**config.mk**
```make
export PLATFORM = sky130hd
export DESIGN_NAME = fetch_control
export DESIGN_NICKNAME = d
export VERILOG_FILES = /design/src/rtl/fetch_control.sv
export SDC_FILE = /design/constraint.sdc
export NUM_CORES = 1
export LEC_CHECK = 0
export CAP_MARGIN = 20
export CORE_UTILIZATION = 45
export CTS_CLUSTER_DIAMETER = 30
export DETAILED_ROUTE_END_ITERATION = 8
export DONT_BUFFER_PORTS = 1
export GPL_TIMING_DRIVEN = 0
export SLEW_MARGIN = 20
export SYNTH_ARGS = -nofsm -noshare
export SYNTH_HDL_FRONTEND = slang
export SYNTH_SLANG_ARGS = --single-unit
```
**constraint.sdc**
```tcl
create_clock -name clk -period 2.98 [get_ports clk]
set_input_delay 0.596 -clock clk [delete_from_list [all_inputs] [get_ports clk]]
set_output_delay 0.596 -clock clk [all_outputs]
set_load 0.1 [all_outputs]
```
**src/rtl/fetch_control.sv**
```systemverilog
`default_nettype none
// ============================================================================
// fetch_control : fetch sequencer and IF/ID register (jumps, branches, flush,
//                 one-cycle load-use freeze)
// Revision      : 1.0
// ============================================================================
module fetch_control #(
  parameter int         FLUSH_CYCLES = 1,
  parameter logic [5:0] OP_J         = 6'h02,
  parameter logic [5:0] OP_LW        = 6'h23
) (
  input  logic        clk,
  input  logic        reset,
  input  logic [31:0] ins,
  input  logic [15:0] current_address,
  input  logic        ex_br_taken,
  input  logic [15:0] ex_br_target,
  output logic        pc_mux_sel,
  output logic [15:0] jump_loc,
  output logic        stall,
  output logic        stall_pm,
  output logic [31:0] id_ins,
  output logic [15:0] id_pc,
  output logic        id_valid,
  output logic        issue_valid
);

  localparam int CNT_W = (FLUSH_CYCLES > 1) ? $clog2(FLUSH_CYCLES) : 1;
  localparam logic [CNT_W-1:0] CNT_LAST = CNT_W'(FLUSH_CYCLES - 1);

  typedef enum logic [1:0] {
    ST_BOOT  = 2'd0,
    ST_RUN   = 2'd1,
    ST_FLUSH = 2'd2
  } state_e;

  state_e           state_q,    state_d;
  logic [CNT_W-1:0] cnt_q,      cnt_d;
  logic [31:0]      id_ins_q,   id_ins_d;
  logic [15:0]      id_pc_q,    id_pc_d;
  logic             id_valid_q, id_valid_d;
  logic             lu_valid_q, lu_valid_d;
  logic [4:0]       lu_rt_q,    lu_rt_d;

  logic [5:0] op;
  logic [4:0] rs;
  logic [4:0] rt;
  logic       br_redirect;
  logic       j_redirect;
  logic       hazard;
  logic       hold;

  assign op = id_ins_q[31:26];
  assign rs = id_ins_q[25:21];
  assign rt = id_ins_q[20:16];

  always_comb begin
    br_redirect = ex_br_taken && (state_q != ST_BOOT);
    j_redirect  = (state_q == ST_RUN) && id_valid_q && (op == OP_J);
    hazard      = (state_q == ST_RUN) && id_valid_q && lu_valid_q &&
                  (lu_rt_q != 5'd0) && (op != OP_J) &&
                  ((rs == lu_rt_q) || (rt == lu_rt_q));
    // A taken branch kills the stalled instruction anyway, so it overrides the freeze.
    hold        = hazard && !br_redirect;
  end

  always_comb begin
    pc_mux_sel  = !(br_redirect || j_redirect);
    jump_loc    = br_redirect ? ex_br_target : id_ins_q[15:0];
    stall       = hold;
    stall_pm    = hold;
    id_ins      = id_ins_q;
    id_pc       = id_pc_q;
    id_valid    = id_valid_q;
    issue_valid = id_valid_q && !hold;
  end

  always_comb begin
    state_d    = state_q;
    cnt_d      = cnt_q;
    id_ins_d   = id_ins_q;
    id_pc_d    = id_pc_q;
    id_valid_d = id_valid_q;
    lu_valid_d = lu_valid_q;
    lu_rt_d    = lu_rt_q;

    case (state_q)
      ST_BOOT: begin
        state_d = ST_RUN;
      end

      ST_RUN: begin
        if (br_redirect) begin
          state_d    = ST_FLUSH;
          cnt_d      = '0;
          id_ins_d   = '0;
          id_pc_d    = '0;
          id_valid_d = 1'b0;
          lu_valid_d = 1'b0;
        end else if (j_redirect) begin
          state_d    = ST_FLUSH;
          cnt_d      = '0;
          id_ins_d   = '0;
          id_pc_d    = '0;
          id_valid_d = 1'b0;
          lu_valid_d = 1'b0;
          lu_rt_d    = rt;
        end else if (hold) begin
          lu_valid_d = 1'b0;
        end else begin
          id_ins_d   = ins;
          id_pc_d    = current_address;
          id_valid_d = 1'b1;
          if (id_valid_q) begin
            lu_valid_d = (op == OP_LW);
            lu_rt_d    = rt;
          end
        end
      end

      ST_FLUSH: begin
        if (br_redirect) begin
          cnt_d      = '0;
          id_ins_d   = '0;
          id_pc_d    = '0;
          id_valid_d = 1'b0;
          lu_valid_d = 1'b0;
        end else if (cnt_q == CNT_LAST) begin
          // Redirect target is on the fetch bus now; capture it as we leave.
          state_d    = ST_RUN;
          id_ins_d   = ins;
          id_pc_d    = current_address;
          id_valid_d = 1'b1;
        end else begin
          cnt_d      = cnt_q + CNT_W'(1);
          id_ins_d   = '0;
          id_pc_d    = '0;
          id_valid_d = 1'b0;
        end
      end

      default: begin
        state_d = ST_BOOT;
      end
    endcase
  end

  always_ff @(posedge clk or negedge reset) begin
    if (!reset) begin
      state_q    <= ST_BOOT;
      cnt_q      <= '0;
      id_ins_q   <= '0;
      id_pc_q    <= '0;
      id_valid_q <= 1'b0;
      lu_valid_q <= 1'b0;
      lu_rt_q    <= '0;
    end else begin
      state_q    <= state_d;
      cnt_q      <= cnt_d;
      id_ins_q   <= id_ins_d;
      id_pc_q    <= id_pc_d;
      id_valid_q <= id_valid_d;
      lu_valid_q <= lu_valid_d;
      lu_rt_q    <= lu_rt_d;
    end
  end

endmodule
`default_nettype wire

```
==> results.yml <==
synthesis:
  syn_area_per_cell_um2: 11.2
  synth_seq_area_share: 0.556
  ys_warn_count: 0
  synth_cell_type_count: 33
  synthCells: 229
  syn_area_um2: 2570
  syn-num-nets: 300
  synth-seq-cells: 57
drt:
  routed_wl_mm: 6.03
  drt_iter0_drc: 54
  viasPerCell: 5.70
  antenna_left: 0
  wire_per_inst_um: 18.8
  drc: 0
  firstDrtPassIters: 4
  vias: 1830
cts:
  clock_latency_ns: 0.33
  cts_buffers: 9
  cts_max_path_buffers: 2
  htree_levels: 3
  cts_root_buf: "clkbuf_8"
  cts.sinks: 57
  cts_tree: "done"
  clkSlewWorstSetupHoldPaths_ns: 0.07
sta:
  min_period_ns: 3.20
  fmax_mhz: 313
  setup_tns_ns: -0.224
  post-route-period-util: 1.07
  slew_headroom: 0.341
  hold_viol_final: 0
  setup_ws_ns: -0.219
  drv_slew: 0
  whs_ns: 0.129
  tightest_slew_ns: 0.989
  rsz0062_at_grt: "yes"
  fin_skew_ns: 0.00576
  setup_viol: 2
place:
  place.gp.congestion: 0.788
  io_buffers: 0
  dp_hpwl_mm: 4.29
worst_setup_path:
  critPathLaunchType: "flip-flop"
  crit_type: "reg -> out"
  cp.arrival_ns: 2.60
  crit_fanout: 3
  critPathRequiredTime_ns: 2.38
  crit_path_end_kind: "primary output"
floorplan:
  std_cell_rows: 27
  start_util: 0.466
  coreArea_um2: 5510
  die_area_um2: 6010
  die_h_um: 77.5
  die-width_um: 77.5
  top_level_ports: 136
grt:
  grt_max_degree: 58
  grt_use_total: 0.215
  grt_overflow_total: 0
  grt_pass1_wl_mm: 9.68
  antenna_found_initial: 0
  grt_pass1_vias: 1909
cells_and_area:
  area_growth_pct: 20.7
  num-nets-final: 316
  post-route-util: 0.563
  antenna_cells: 0
  drive_gt1_frac: 0.317
status:
  violations: "setup timing"
  status: "finished with violations"
hold_path:
  hp-class: "in -> async"
flow_run:
  cap_violations: 0
[final timing paths]
kind,start,to,slack (ns),cells past startpoint
worst max-delay path,id_ins[29],issue_valid,-0.22,5
worst min-delay path,reset,state_q[0],0.13,1
max in group asynchronous,reset,id_ins[20],2.59,1
min in group clk,ins[7],id_ins[7],0.39,1
worst min register to register,lu_valid_q,lu_valid_q,0.50,2
worst max register to register,id_ins[29],lu_rt_q[4],0.38,6
[cells by family after synthesis]
group / Yosys count / synth area share
buf+inv: 21 / 0.0439
xor+xnor: 10 / 0.0341
fa+ha+maj: 4 / 0.0195
flops: 57 / 0.556
compound gates: 62 / 0.203
mux: 6 / 0.0263
simple gates: 69 / 0.118
[cells in the mapped netlist (all sizes together)]
cell,count,area (µm²)
buf,9,67.6
ha,4,50.1
nand2b,1,6.26
a211oi,1,12.5
a21oi,4,20.0
clkbuf,6,22.5
or4,1,7.51
a31o,1,8.76
nor2,3,11.3
and3,1,6.26
o2bb2ai,1,8.76
o21ai,1,5.00
a31oi,1,6.26
or4b,1,13.8
and2,1,6.26
mux2,6,67.6
a22o,48,420
o22ai,1,6.26
a41o,1,10.0
a21o,1,7.51
o31ai,1,7.51
a22oi,1,7.51
inv,6,22.5
nor2b,1,6.26
nand2,53,199
xnor2,10,87.6
nand3,5,25.0
dfrtp,57,1430
nor3,2,21.3
[what timing repair did]
action | CTS | global route
buffers inserted | 2 | 2
pin swaps | 5 | 3
endpoints found under the setup margin | 20 | 18
hold buffers | 1 | 0
resized for setup | 40 | 9
endpoints found under the hold margin | 57 | 0
[area by class of cell]
| cell class | instances | area, µm² |
|---|---|---|
| buffer | 15 | 97.6 |
| clock buffer | 9 | 124 |
| clock inverter | 6 | 60.1 |
| fill | 500 | 2410 |
| inverter | 6 | 22.5 |
| multi-input combinational | 151 | 1160 |
| sequential | 57 | 1480 |
| tap | 72 | 90.1 |
| timing repair buffer | 5 | 57.6 |
[worst max-delay path, cell delays in order, from the launching register on]
cell	delay, ns
dfrtp_4	0.63
or4b_4	0.60
nor3_4	0.18
nor3_4	0.05
and3_4	0.29
nor2_4	0.51
[cells in the final DEF (no fill, tap or decap), types with 2 or more instances in the layout]
cell and count:
nand2_1 37, buf_4 6, dfrtp_4 14, nand2_4 10
clkinvlp_4 2, nand3_1 5, a22o_1 48, nor3_4 2
buf_6 3, a21oi_1 4, mux2_2 6, nand2_2 6
nor2_1 2, dfrtp_1 40, dfrtp_2 3, inv_1 6
clkbuf_2 3, xnor2_1 10, clkbuf_1 3, clkbuf_8 9
ha_1 4, buf_2 3, clkinv_2 3
[per-stage QoR]
stage	setup WS (ns)	cells	instance area, µm²
after floorplan	-0.117	229	2600
after CTS	-0.308	319	3050
after detailed placement	-0.326	301	2700
after global placement	-0.225	301	2690
after global routing	-0.271	321	3100
final	-0.219	321	3100
[flip-flops by register name, indices dropped and copies added, names as in the netlist]
name        cells
id_ins         32
id_valid        1
id_pc          16
state_q         2
lu_rt_q         5
lu_valid_q      1
[routing by layer]
metal / wire length (µm) / global-route usage / up-vias
met2: 2950 / 0.342 / 96
met5: 0 / 0 / -
met4: 81 / 0.109 / 0
met3: 461 / 0.0706 / 8
met1: 2540 / 0.260 / 881
li1: - / - / 845
Power is not shown: default switching activity piles up to over one toggle a cycle in this logic, so the estimate is an artifact.
